File: src/rtl/ps2_key_encoder.sv
// ps2_key_encoder -- PS/2 keyboard receiver and scan-code set 2 decoder.
//
// The raw PS/2 lines are synchronised and the clock line is debounced.
// Each falling edge of the filtered clock samples one bit of an 11-bit frame:
// start, 8 data bits (LSB first), odd parity and stop. Accepted bytes feed a
// prefix decoder (E0 / F0 / E1-Pause) that emits one key event per make or
// break code.
//
// Parameters
//   FILT     clk_sys cycles a new synchronised PS/2 clock level must hold
//   TIMEOUT  max clk_sys cycles between falling edges inside one frame
// Ports
//   clk_sys      system clock
//   reset_n      asynchronous active-low reset
//   ps2_clk_in   raw PS/2 clock line (asynchronous)
//   ps2_data_in  raw PS/2 data line (asynchronous)
//   ps2_key      [10] event toggle, [9] pressed, [8] extended, [7:0] scan code
//   frame_err    one-cycle pulse when a frame is rejected
module ps2_key_encoder #(
  parameter int FILT    = 8,
  parameter int TIMEOUT = 50000
) (
  input  logic        clk_sys,
  input  logic        reset_n,
  input  logic        ps2_clk_in,
  input  logic        ps2_data_in,
  output logic [10:0] ps2_key,
  output logic        frame_err
);

  localparam int FW = $clog2(FILT + 1);
  localparam int TW = $clog2(TIMEOUT + 1);
  localparam logic [FW-1:0] FILT_LAST = FW'(FILT - 1);
  localparam logic [TW-1:0] TO_LAST   = TW'(TIMEOUT - 1);

  localparam logic [1:0] R_IDLE = 2'd0;
  localparam logic [1:0] R_DATA = 2'd1;
  localparam logic [1:0] R_PAR  = 2'd2;
  localparam logic [1:0] R_STOP = 2'd3;

  localparam logic [2:0] D_IDLE = 3'd0;
  localparam logic [2:0] D_E0   = 3'd1;
  localparam logic [2:0] D_F0   = 3'd2;
  localparam logic [2:0] D_E0F0 = 3'd3;
  localparam logic [2:0] D_SKIP = 3'd4;

  // ---------------------------------------------------------------- sync
  logic [1:0] clk_sync, dat_sync;
  logic       clk_s, dat_s;

  always_ff @(posedge clk_sys or negedge reset_n) begin
    if (!reset_n) begin
      clk_sync <= 2'b11;
      dat_sync <= 2'b11;
    end else begin
      clk_sync <= {clk_sync[0], ps2_clk_in};
      dat_sync <= {dat_sync[0], ps2_data_in};
    end
  end

  assign clk_s = clk_sync[1];
  assign dat_s = dat_sync[1];

  // -------------------------------------------------------------- filter
  // The filtered level flips on the FILT-th consecutive disagreeing cycle;
  // any agreeing cycle restarts the run, so short glitches never get through.
  logic          clk_filt;
  logic [FW-1:0] filt_cnt;
  logic          filt_flip, fall;

  assign filt_flip = (clk_s != clk_filt) && (filt_cnt == FILT_LAST);
  assign fall      = filt_flip && clk_filt;

  always_ff @(posedge clk_sys or negedge reset_n) begin
    if (!reset_n) begin
      clk_filt <= 1'b1;
      filt_cnt <= '0;
    end else if (clk_s == clk_filt) begin
      filt_cnt <= '0;
    end else if (filt_flip) begin
      clk_filt <= clk_s;
      filt_cnt <= '0;
    end else begin
      filt_cnt <= filt_cnt + 1'b1;
    end
  end

  // ------------------------------------------------------------- receive
  logic [1:0]    rx_state;
  logic [2:0]    bit_cnt;
  logic [7:0]    shreg;
  logic          par_bit;
  logic [TW-1:0] to_cnt;
  logic          byte_ok, stop_bad, timeout, rx_err;

  // Frame is good when data+parity carry an odd number of ones and stop=1.
  assign byte_ok  = fall && (rx_state == R_STOP) && dat_s && (^{shreg, par_bit});
  assign stop_bad = fall && (rx_state == R_STOP) && !byte_ok;
  // An edge in the expiry cycle wins: it clears the counter instead.
  assign timeout  = (rx_state != R_IDLE) && !fall && (to_cnt == TO_LAST);
  assign rx_err   = stop_bad || timeout;

  always_ff @(posedge clk_sys or negedge reset_n) begin
    if (!reset_n) begin
      rx_state <= R_IDLE;
      bit_cnt  <= '0;
      shreg    <= '0;
      par_bit  <= 1'b0;
      to_cnt   <= '0;
    end else begin
      if (rx_state == R_IDLE || fall || timeout) to_cnt <= '0;
      else                                       to_cnt <= to_cnt + 1'b1;

      if (timeout) begin
        rx_state <= R_IDLE;
      end else if (fall) begin
        case (rx_state)
          R_IDLE: if (!dat_s) begin
            rx_state <= R_DATA;
            bit_cnt  <= '0;
          end
          R_DATA: begin
            shreg   <= {dat_s, shreg[7:1]};
            bit_cnt <= bit_cnt + 1'b1;
            if (bit_cnt == 3'd7) rx_state <= R_PAR;
          end
          R_PAR: begin
            par_bit  <= dat_s;
            rx_state <= R_STOP;
          end
          default: rx_state <= R_IDLE;
        endcase
      end
    end
  end

  // -------------------------------------------------------------- decode
  logic [2:0] dec_state;
  logic [2:0] skip_cnt;
  logic       is_resp;

  // Device responses that are not keystrokes.
  always_comb begin
    is_resp = 1'b0;
    case (shreg)
      8'h00, 8'hAA, 8'hEE, 8'hFA, 8'hFC, 8'hFE, 8'hFF: is_resp = 1'b1;
      default: is_resp = 1'b0;
    endcase
  end

  always_ff @(posedge clk_sys or negedge reset_n) begin
    if (!reset_n) begin
      dec_state <= D_IDLE;
      skip_cnt  <= '0;
      ps2_key   <= '0;
      frame_err <= 1'b0;
    end else begin
      frame_err <= rx_err;
      if (rx_err) begin
        // A bad frame cancels any pending prefix.
        dec_state <= D_IDLE;
        skip_cnt  <= '0;
      end else if (byte_ok) begin
        case (dec_state)
          D_IDLE: begin
            if (shreg == 8'hE0)      dec_state <= D_E0;
            else if (shreg == 8'hF0) dec_state <= D_F0;
            else if (shreg == 8'hE1) begin
              dec_state <= D_SKIP;
              skip_cnt  <= 3'd7;
            end else if (!is_resp)
              ps2_key <= {~ps2_key[10], 1'b1, 1'b0, shreg};
          end
          D_E0: begin
            if (shreg == 8'hF0)      dec_state <= D_E0F0;
            else if (shreg != 8'hE0) begin
              ps2_key   <= {~ps2_key[10], 1'b1, 1'b1, shreg};
              dec_state <= D_IDLE;
            end
          end
          D_F0: begin
            ps2_key   <= {~ps2_key[10], 1'b0, 1'b0, shreg};
            dec_state <= D_IDLE;
          end
          D_E0F0: begin
            ps2_key   <= {~ps2_key[10], 1'b0, 1'b1, shreg};
            dec_state <= D_IDLE;
          end
          D_SKIP: begin
            // Remaining bytes of the Pause sequence produce no events.
            skip_cnt <= skip_cnt - 1'b1;
            if (skip_cnt == 3'd1) dec_state <= D_IDLE;
          end
          default: dec_state <= D_IDLE;
        endcase
      end
    end
  end

endmodule

File: config.mk
export PLATFORM = sky130hd
export DESIGN_NAME = ps2_key_encoder
export DESIGN_NICKNAME = d
export VERILOG_FILES = /design/src/rtl/ps2_key_encoder.sv
export SDC_FILE = /design/constraint.sdc
export NUM_CORES = 1
export LEC_CHECK = 0
export BUFFER_PORTS_ARGS = -buffer_cell sky130_fd_sc_hd__buf_2
export CAP_MARGIN = 0
export CORE_ASPECT_RATIO = 1.5
export CORE_MARGIN = 10
export CORE_UTILIZATION = 30
export CTS_BUF_LIST = sky130_fd_sc_hd__clkbuf_4 sky130_fd_sc_hd__clkbuf_8
export DETAILED_ROUTE_END_ITERATION = 8
export GPL_TIMING_DRIVEN = 0
export PLACE_DENSITY = 0.55
export SYNTH_ARGS = -nofsm -noshare
export SYNTH_HDL_FRONTEND = slang
export SYNTH_SLANG_ARGS = --single-unit
File: constraint.sdc
create_clock -name clk_sys -period 4.03 [get_ports clk_sys]
set_input_delay 0.806 -clock clk_sys [delete_from_list [all_inputs] [get_ports clk_sys]]
set_output_delay 0.806 -clock clk_sys [all_outputs]
set_load 0.05 [all_outputs]
After elaboration in Yosys (flattened, before gate mapping)
Index checks and enable logic that the tools add are counted.
{"block": "word_totals", "word_cells": 124, "out_inout_bits": 12, "register_bits": 57}
{"block": "classes", "addsub": 4, "n_mux": 33, "n_eq_ne": 38, "reduce_logical": 32, "bitwise": 4}
{"cell": "$eq 8x8->1 const B", "count": 9}
{"cell": "$mux 11", "count": 6}
{"cell": "$pmux 11 s4", "count": 1}
{"cell": "$mux 3", "count": 14}
{"cell": "$ne 3x3->1 const B", "count": 6}
{"cell": "$add 16x1->16 const B", "count": 1}
{"cell": "$eq 16x16->1 const B", "count": 1}
{"cell": "$mux 16", "count": 1}
{"cell": "$ne 2x2->1 const B", "count": 7}
{"cell": "$pmux 3 s2", "count": 2}
{"cell": "$pmux 3 s3", "count": 1}
{"cell": "$reduce_and 3->1", "count": 3}
{"cell": "$reduce_and 9->1", "count": 1}
{"cell": "$reduce_xor 9->1", "count": 1}
{"cell": "$logic_and 1x1->1", "count": 8}
{"cell": "$logic_not 8->1", "count": 1}
{"cell": "$mux 2", "count": 4}
{"cell": "$mux 4", "count": 2}
{"cell": "$ne 8x8->1 const B", "count": 1}
{"cell": "$reduce_and 4->1", "count": 2}
{"cell": "$reduce_bool 2->1", "count": 4}
{"cell": "$reduce_or 7->1", "count": 1}
{"cell": "$eq 3x1->1 const B", "count": 2}
{"cell": "$eq 3x2->1 const B", "count": 2}
{"cell": "22 further kinds", "count": 30}

Logic depth before layout (Yosys ltp)
Gate-level depths: netlist of the first run.
{"block": "logic_depth", "word_depth": 11, "depth_mapped": 8, "depth_no_buf": 7}

Worst setup path before layout of the first run
Ideal clock, no wire load.
{"block": "synth_timing", "path_type": "register -> register", "start": "register shreg[2]", "end": "register ps2_key[0]", "stages_incl_launch_ff": 8, "t_required_ps": 3905, "period_less_slack_ps": 2197, "path_slack_ps": 1833, "t_arrival_ps": 2072, "setup_ps": 125, "path_cell_list": "dfrtp_1 > buf_6 > xor2_2 > xnor3_2 > xnor2_2 > o2111ai_1 > buf_4 > mux2_4"}
{"block": "synth_via", "elab_chain_cells": 7, "word_cells_on_any_way": 26, "classes_between": "eq/ne: 16; mux: 1; bitwise: 1; reduce/logical: 8"}
{"item": "from (decl)", "line": "91", "text": "logic [7:0] shreg;"}
{"item": "from (signal assigned)", "line": "123", "text": "shreg <= {dat_s, shreg[7:1]};"}
{"item": "branches (longest 6 deep; another with $eq 8x8->1)"}
{"item": "$reduce_and 9->1 (no source line) *"}
{"item": "to (signal assigned)", "line": "172", "text": "ps2_key <= {~ps2_key[10], 1'b1, 1'b0, shreg};"}
{"item": "to (signal assigned)", "line": "177", "text": "ps2_key <= {~ps2_key[10], 1'b1, 1'b1, shreg};"}
{"item": "to (signal assigned)", "line": "182", "text": "ps2_key <= {~ps2_key[10], 1'b0, 1'b0, shreg};"}
{"item": "to (decl)", "line": "27", "text": "output logic [10:0] ps2_key,"}
Every way passes the cells marked *.
A chain may end at the register's enable or synchronous reset.

Worst setup path in the final report of the first run
{"block": "layout_timing", "start": "register filt_cnt[0]", "end": "register ps2_key[0]"}
{"block": "layout_via", "elab_chain_cells": 11, "word_cells_on_any_way": 14, "classes_between": "eq/ne: 1; bitwise: 1; reduce/logical: 12"}
{"item": "from (decl)", "line": "68", "text": "logic [FW-1:0] filt_cnt;"}
{"item": "from (signal assigned)", "line": "84", "text": "filt_cnt <= filt_cnt + 1'b1;"}
{"item": "$eq 4x3->1 *", "line": "71", "text": "assign filt_flip = (clk_s != clk_filt) && (filt_cnt == FILT_LAST);"}
{"item": "$logic_and 1x1->1 *", "line": "71"}
{"item": "$logic_and 1x1->1 *", "line": "72", "text": "assign fall = filt_flip && clk_filt;"}
{"item": "$logic_and 1x1->1", "line": "97, 98"}
{"item": "$logic_and 1x1->1 (2 in a row)", "line": "97", "text": "assign byte_ok = fall && (rx_state == R_STOP) && dat_s && (^{shreg, par_bit});"}
{"item": "$logic_not 1->1", "line": "98", "text": "assign stop_bad = fall && (rx_state == R_STOP) && !byte_ok;"}
{"item": "$logic_and 1x1->1", "line": "98"}
{"item": "$logic_or 1x1->1", "line": "101", "text": "assign rx_err = stop_bad || timeout;"}
{"item": "$not 1->1 (no source line)"}
{"item": "$reduce_and 9->1 (no source line) *"}
Every way passes the cells marked *; elsewhere a longest branch is shown, timed or not.

==> Implementation_results.wiki, run 1 <==
{| class="wikitable"
! Metric !! Value
|-
| Core region area || slightly below 10000 sq um
|-
| Number of global-route vias before repair || between 2000 and 2500
|-
| Static Leak || roughly 1.6 nW
|-
| Via-to-Cell Ratio || 4.832
|-
| # diodes || 0
|-
| Total routing usage reported by global routing || 8.370%
|-
| Post-synth net total || 291
|-
| Total standard cell area after synthesis || roughly 3000 sq um
|-
| Max-capacitance violation count || 0
|-
| TritonCTS buffer count || 9
|-
| Largest net degree at the start of global routing || 58
|-
| Nets || 317
|-
| Dpl hpwl || 3974 um
|-
| Maximum buffer depth of the clock tree || 2
|-
| Library cell with the largest summed area after synthesis || sky130_fd_sc_hd__dfrtp_1
|-
| Leading cell type by number of instances after synthesis || sky130_fd_sc_hd__dfrtp_1
|-
| Worst Path Arrival || ~2.8 ns
|-
| Final setup slack of the worst path || around 1.4 ns
|-
| Tcrit/Tclk final || ~64%
|-
| Number of DRC violations after detailed routing || 0
|-
| Width of the chip || about 100 um
|-
| Area growth, synth to finish || 14.78%
|-
| Shortest period the worst path allows || 2.589 ns
|-
| Number of fill cells || about 1000
|-
| Total power density per cell area || between 300 and 400 nW/um^2
|-
| Mean instance size in the synthesized netlist || around 11 sq um
|-
| Commonest register cell after synthesis || sky130_fd_sc_hd__dfrtp_1
|-
| CP Class || flop to flop
|-
| Count of input and output buffers || 15
|-
| Distinct cell type count of the synthesized netlist || 52
|-
| Effective utilization at floorplan || 30.93%
|-
| Clock tree from TritonCTS || yes
|-
| Initial antenna violation count || 0
|-
| Overall Power || approximately 1.3 mW
|-
| Fraction of registers with async set/reset || between 90% and 100%
|-
| Startpoint kind of the worst setup timing path || flop
|-
| Die Ht || between 100 and 150 um
|-
| Commonest cells in the synthesized netlist || sky130_fd_sc_hd__dfrtp_1, sky130_fd_sc_hd__nor2_1, sky130_fd_sc_hd__nand2_1
|-
| H-tree level count || 3
|-
| Ratio of cells with drive above 1 in the final layout || a little under a quarter
|-
| Area share of the largest cell type after synthesis || a little over two fifths
|-
| CP Max Fanout || 10
|-
| Starting DRC count in detailed routing || 67
|-
| RSZ-0062 raised after global routing || no
|-
| Total number of vias || between 2000 and 2500
|-
| First-pass GRT wire length || roughly 9700 um
|-
| EDFF count, synth || 0
|-
| Number of placed I/O pins || 16
|-
| Finished Core Util || 35.50%
|-
| Final Routed Wirelength || between 5000 and 6000 um
|-
| Max frequency || 386.2 MHz
|-
| Number of setup violations in the final report || 0
|-
| Clock latency on the worst-skew pair || about 0.34 ns
|-
| Total grt overflow || 0
|-
| Placer Congestion || 0.7749
|-
| Status || completed
|-
| Dpl ws || 1.421 ns
|-
| Final hold violation count || 0
|-
| Nature of the critical path endpoint || flop
|-
| Worst slew margin || ~53%
|-
| Root buffer selected by CTS || sky130_fd_sc_hd__clkbuf_8
|-
| Synth top area cells || sky130_fd_sc_hd__dfrtp_1, sky130_fd_sc_hd__mux2_4, sky130_fd_sc_hd__dfstp_2, sky130_fd_sc_hd__ha_1, sky130_fd_sc_hd__mux2_2
|-
| Post-CTS Setup Bufs || 0
|-
| Placed Cells || 407
|-
| Final count of pins violating max slew || 0
|-
| #FFs+latches synth || 57
|-
| WL/cell || between 10 and 15 um
|-
| Sum of negative setup slack || 0 ns
|-
| Clock tree skew after final layout || approximately 0.0076 ns
|-
| Required time worst endpoint || 4.25 ns
|-
| Clock transition at the registers of the reported paths || around 0.07 ns
|-
| Site Rows || 44
|-
| Sequential share of the synthesized area || a little under half
|-
| Gate Count Post-Synth || roughly 280
|-
| Worst ir drop on vdd || 0.1876 mV
|-
| Worst min path class || flop to flop
|-
| Number of hold buffers added after CTS || 0
|-
| Number of antenna-violating nets in the routed design || 0
|-
| Post-cts sizing count || 0
|-
| Slew of the pin with the lowest slew margin || around 0.7 ns
|-
| Die area || approximately 15000 sq um
|-
| Number of optimization iterations in the first detailed-route pass || 4
|-
| Total number of clock tree sinks || 57
|-
| Cell Count, Final, Fillers Out || approximately 420
|-
| Total of warnings raised by yosys || 0
|}
## worst max-delay path, stage by stage (launching register included)
cell	delay, ns
sky130_fd_sc_hd__dfrtp_1	0.37
sky130_fd_sc_hd__ha_1	0.21
sky130_fd_sc_hd__and3b_1	0.17
sky130_fd_sc_hd__clkbuf_1	0.28
sky130_fd_sc_hd__nand2_1	0.16
sky130_fd_sc_hd__nor3_1	0.46
sky130_fd_sc_hd__o2111ai_1	0.25
sky130_fd_sc_hd__buf_4	0.26
sky130_fd_sc_hd__mux2_4	0.30
## layout make-up
class | count | area, sq um | share of cell area, %
multi-input cells | 194 | 1464 | 42.31
inverters | 10 | 37.54 | 1.085
clock buffers | 11 | 145.1 | 4.195
repair buffers | 15 | 77.57 | 2.242
well taps | 115 | 143.9 | 4.159
plain buffers | 16 | 80.08 | 2.315
flip-flops and latches | 57 | 1433 | 41.41
clock inverters | 5 | 78.83 | 2.278
## report_power, final
group          internal, mW  switching [mW]  leakage (nW)  total, mW
registers             0.595          0.0131         0.777      0.609
clock network         0.371           0.226         0.117      0.597
logic                0.0235          0.0337         0.665     0.0572
total                 0.990           0.273          1.56       1.26
## flip-flops by register name, indices dropped and copies added (netlist names), 3 cells and up
register / flops
to_cnt: 16
ps2_key: 11
shreg: 8
filt_cnt: 4
bit_cnt: 3
dec_state: 3
skip_cnt: 3
## per-stage QoR
stage	hold slack, ns	cell area [sq um]
after detailed placement	0.3526	3233
after global routing	0.3628	3460
after CTS	0.3618	3457
after floorplan	0.3452	3014
final	0.3589	3460
after global placement	0.3468	3233
## cell families after synthesis
group | synth area share, %
mux | 8.219
fa+ha+maj | 4.151
simple gates | 17.81
compound gates | 9.631
flops | 47.53
buf+inv | 3.902
xor+xnor | 8.759
## final timing paths
path / startpoint / slack [ns] / cells past startpoint / end
setup / recovery: filt_cnt[0] / 1.44 / 8 / ps2_key[0]
hold / removal: clk_sync[0] / 0.36 / 0 / clk_sync[1]
setup reg to reg: filt_cnt[0] / 1.44 / 8 / ps2_key[0]
hold reg to reg: clk_sync[0] / 0.36 / 0 / clk_sync[1]
max in group asynchronous: reset_n / 3.04 / 1 / ps2_key[5]
min in group asynchronous: reset_n / 0.50 / 1 / ps2_key[10]
## layer usage
metal	up-vias	GRT usage (%)	part of all wire, %
met5	-	0	0
met4	0	4.247	2.0
met3	7	2.850	4.3
met2	20	14.30	51
met1	981	8.916	43
li1	1036	-	-
## layout by cell type, fill, tap and decap left out, types with 4 or more instances in the layout
| cell | n |
|---|---|
| sky130_fd_sc_hd__nand2_1 | 17 |
| sky130_fd_sc_hd__buf_2 | 17 |
| sky130_fd_sc_hd__clkbuf_8 | 10 |
| sky130_fd_sc_hd__mux2_2 | 10 |
| sky130_fd_sc_hd__xnor2_1 | 12 |
| sky130_fd_sc_hd__o21ai_0 | 5 |
| sky130_fd_sc_hd__a21oi_1 | 12 |
| sky130_fd_sc_hd__clkbuf_1 | 9 |
| sky130_fd_sc_hd__and3_1 | 5 |
| sky130_fd_sc_hd__dfrtp_1 | 52 |
| sky130_fd_sc_hd__nor3_1 | 6 |
| sky130_fd_sc_hd__nor2_1 | 23 |
| sky130_fd_sc_hd__inv_1 | 10 |
| sky130_fd_sc_hd__nand3_1 | 16 |
| sky130_fd_sc_hd__ha_1 | 10 |
| sky130_fd_sc_hd__xor2_1 | 8 |
| sky130_fd_sc_hd__nor4bb_1 | 4 |
| sky130_fd_sc_hd__dfstp_2 | 5 |
| sky130_fd_sc_hd__mux2_4 | 9 |
| sky130_fd_sc_hd__o31ai_1 | 5 |
Power figures use the tool's default switching activity.
==> run 2, diff against run 1 <==
- clock period: 4.03 -> 2.7 ns (I/O delays scaled with it)
==> run 2 against run 1 <==
  * Non-clock buffer count stayed put
  * Sequential power grew 49%
  * Die area stayed put
  * Core utilization grew 0.051 points
  * Sequential cell count unchanged
  * Highest routed layer unchanged
==> Implementation_results.wiki, run 2 (synthesis results as in run 1) <==
{| class="wikitable"
! Metric !! Value
|-
| Status || completed
|-
| Area taken by flip-flops and latches || 1433 sq um (unchanged)
|-
| Commonest non-fill, non-tap cell in the layout || sky130_fd_sc_hd__dfrtp_1
|-
| Dpl hpwl || 3974 um (unchanged)
|-
| Nature of the critical path endpoint || flop
|-
| Static Leak || 1.559 nW (about the same)
|-
| Number of global-route vias before repair || 2101 (unchanged)
|-
| Clock share of power || 47.3% (about the same)
|-
| Number of DRC violations after detailed routing || 0 (unchanged)
|-
| Effective utilization at floorplan || 30.93% (unchanged)
|-
| RSZ-0062 raised after global routing || no
|-
| Width of the chip || 101.8 um (unchanged)
|-
| Via-to-Cell Ratio || 4.837 (about the same)
|-
| Tcrit/Tclk final || 88.61% (+24 points)
|-
| Startpoint kind of the worst setup timing path || flop
|-
| Total number of clock tree sinks || 57 (unchanged)
|-
| Worst Path Arrival || 2.61 ns (-0.20 ns)
|-
| Clock latency on the worst-skew pair || 0.34 ns (about the same)
|-
| Clock tree from TritonCTS || yes
|-
| Clock tree skew after final layout || 0.008310 ns (+0.0006923 ns)
|-
| Starting DRC count in detailed routing || 60 (-10%)
|-
| Net switching power || 0.4070 mW (+49%)
|-
| Area of the multi-input gates || 1469 sq um (+0.34%)
|-
| Register share of total power || 48.2% (about the same)
|-
| Final Routed Wirelength || 5548 um (about the same)
|-
| Total routing usage reported by global routing || 8.370% (unchanged)
|-
| Maximum buffer depth of the clock tree || 2 (unchanged)
|-
| Final count of pins violating max slew || 0 (unchanged)
|-
| Total power density per cell area || 543.8 nW/um^2 (+49%)
|-
| Die area || 14540 sq um (unchanged)
|-
| Required time worst endpoint || 2.92 ns (-1.33 ns)
|-
| Initial antenna violation count || 0 (unchanged)
|-
| Worst slew margin || 53.46% (+0.38 points)
|-
| # diodes || 0 (unchanged)
|-
| Final hold violation count || 0 (unchanged)
|-
| Worst min path class || primary input to asynchronous set/reset pin
|-
| Total grt overflow || 0 (unchanged)
|-
| Root buffer selected by CTS || sky130_fd_sc_hd__clkbuf_8
|-
| Nets || 317 (unchanged)
|-
| Placer Congestion || 0.7749 (unchanged)
|-
| Site Rows || 44 (unchanged)
|-
| CP Class || flop to flop
|-
| TritonCTS buffer count || 9 (unchanged)
|-
| Largest register by flop count || to_cnt
|-
| Ratio of cells with drive above 1 in the final layout || 23.05% (+0.32 points)
|-
| Top library cells by usage in the layout, fill and taps aside || sky130_fd_sc_hd__dfrtp_1, sky130_fd_sc_hd__nor2_1, sky130_fd_sc_hd__nand2_1, sky130_fd_sc_hd__buf_2, sky130_fd_sc_hd__nand3_1
|-
| Regs by FF count || to_cnt x16, ps2_key x11, shreg x8
|-
| CP Max Fanout || 10 (unchanged)
|-
| Number of setup violations in the final report || 0 (unchanged)
|-
| Clock transition at the registers of the reported paths || 0.07 ns (about the same)
|-
| Shortest period the worst path allows || 2.392 ns (-0.1966 ns)
|-
| First-pass GRT wire length || 9729 um (unchanged)
|-
| Max reg flops || 16 (unchanged)
|-
| Number of antenna-violating nets in the routed design || 0 (unchanged)
|-
| Worst hold slack across all endpoints || 0.2523 ns (-0.1066 ns)
|-
| Sum of negative setup slack || 0 ns (unchanged)
|-
| Internal power component || 1.477 mW (+49%)
|-
| Post-CTS Setup Bufs || 0 (unchanged)
|-
| H-tree level count || 3 (unchanged)
|-
| Count of input and output buffers || 15 (unchanged)
|-
| Largest net degree at the start of global routing || 58 (unchanged)
|-
| Worst ir drop on vdd || 0.2792 mV (+49%)
|-
| Switching part of the total power || 21.60% (about the same)
|-
| Max-capacitance violation count || 0 (unchanged)
|-
| Logic pwr share || 4.5% (about the same)
|-
| Total number of vias || 2046 (+0.098%)
|-
| Area growth, synth to finish || 14.94%
|-
| Number of fill cells || 973 (unchanged)
|-
| Overall Power || 1.884 mW (+49%)
|-
| Slew of the pin with the lowest slew margin || 0.6980 ns (-0.005689 ns)
|-
| Number of optimization iterations in the first detailed-route pass || 4 (unchanged)
|-
| Max frequency || 418.0 MHz (+8.2%)
|-
| Die Ht || 142.8 um (unchanged)
|-
| Number of placed I/O pins || 16 (unchanged)
|-
| WL/cell || 13.12 um (about the same)
|-
| Core region area || 9744 sq um (unchanged)
|}
-- run 2: cell counts in the layout (fill, tap and decap cells not counted) --
Identical to the previous run, type by type.
-- run 2: power by group through the flow --
stage | registers [mW] | clock network, mW | logic (mW)
after floorplan | 0.920 | 0 | 0.0567
after global placement | 0.923 | 0 | 0.0850
after detailed placement | 0.924 | 0 | 0.0871
after CTS | 0.908 | 0.919 | 0.0881
after global routing | 0.912 | 0.959 | 0.0990
final | 0.908 | 0.890 | 0.0855
-- run 2: worst paths after layout --
kind / start / endpoint / slack (ns) / depth (start not counted)
min reg2reg: clk_sync[0] / clk_sync[1] / 0.36 / 0
min: reset_n / ps2_key[6] / 0.25 / 1
max reg2reg: filt_cnt[0] / ps2_key[0] / 0.31 / 8
max in group asynchronous: reset_n / to_cnt[0] / 1.98 / 1
max: filt_cnt[0] / ps2_key[0] / 0.31 / 8
min in group clk_sys: ps2_clk_in / clk_sync[0] / 0.31 / 1
-- run 2: final cells by class --
cell class / count / area share, %
multi-input cells: 194 / 42.40
inverters: 10 / 1.083
well taps: 115 / 4.153
flip-flops and latches: 57 / 41.35
plain buffers: 16 / 2.311
clock buffers: 11 / 4.189
repair buffers: 15 / 2.239
clock inverters: 5 / 2.275
-- run 2: worst max-delay path, cell delays in order, from the launching register on --
cell	delay, ns
sky130_fd_sc_hd__dfrtp_1	0.37
sky130_fd_sc_hd__ha_1	0.21
sky130_fd_sc_hd__and3b_1	0.17
sky130_fd_sc_hd__clkbuf_1	0.28
sky130_fd_sc_hd__nand2_1	0.18
sky130_fd_sc_hd__nor3_2	0.29
sky130_fd_sc_hd__o2111ai_1	0.21
sky130_fd_sc_hd__buf_4	0.25
sky130_fd_sc_hd__mux2_4	0.30
-- run 2: per-layer routing --
metal  up-vias  wire (um)  track usage, %
met5         -          0               0
met4         0        111           4.247
met3         7        240           2.850
met2        22       2820           14.30
met1       980       2375           8.916
li1       1037          -               -
-- run 2: stage by stage --
step | worst slack, ns | cell area (sq um) | cells | utilization, %
floorplan | 0.5030 | 3014 | 277 | -
global route | 0.1037 | 3465 | 423 | 35.55
finish | 0.3076 | 3465 | 423 | 35.55
detailed placement | 0.09069 | 3233 | 407 | 33.18
global placement | 0.1438 | 3233 | 407 | 33.18
CTS | 0.08564 | 3457 | 423 | 35.48
-- run 2: what timing repair did --
item / in CTS / in global routing
endpoints found under the setup margin: 0 / 9
endpoints found under the hold margin: 0 / 0
hold buffers: 0 / 0
gates resized for setup: 0 / 1
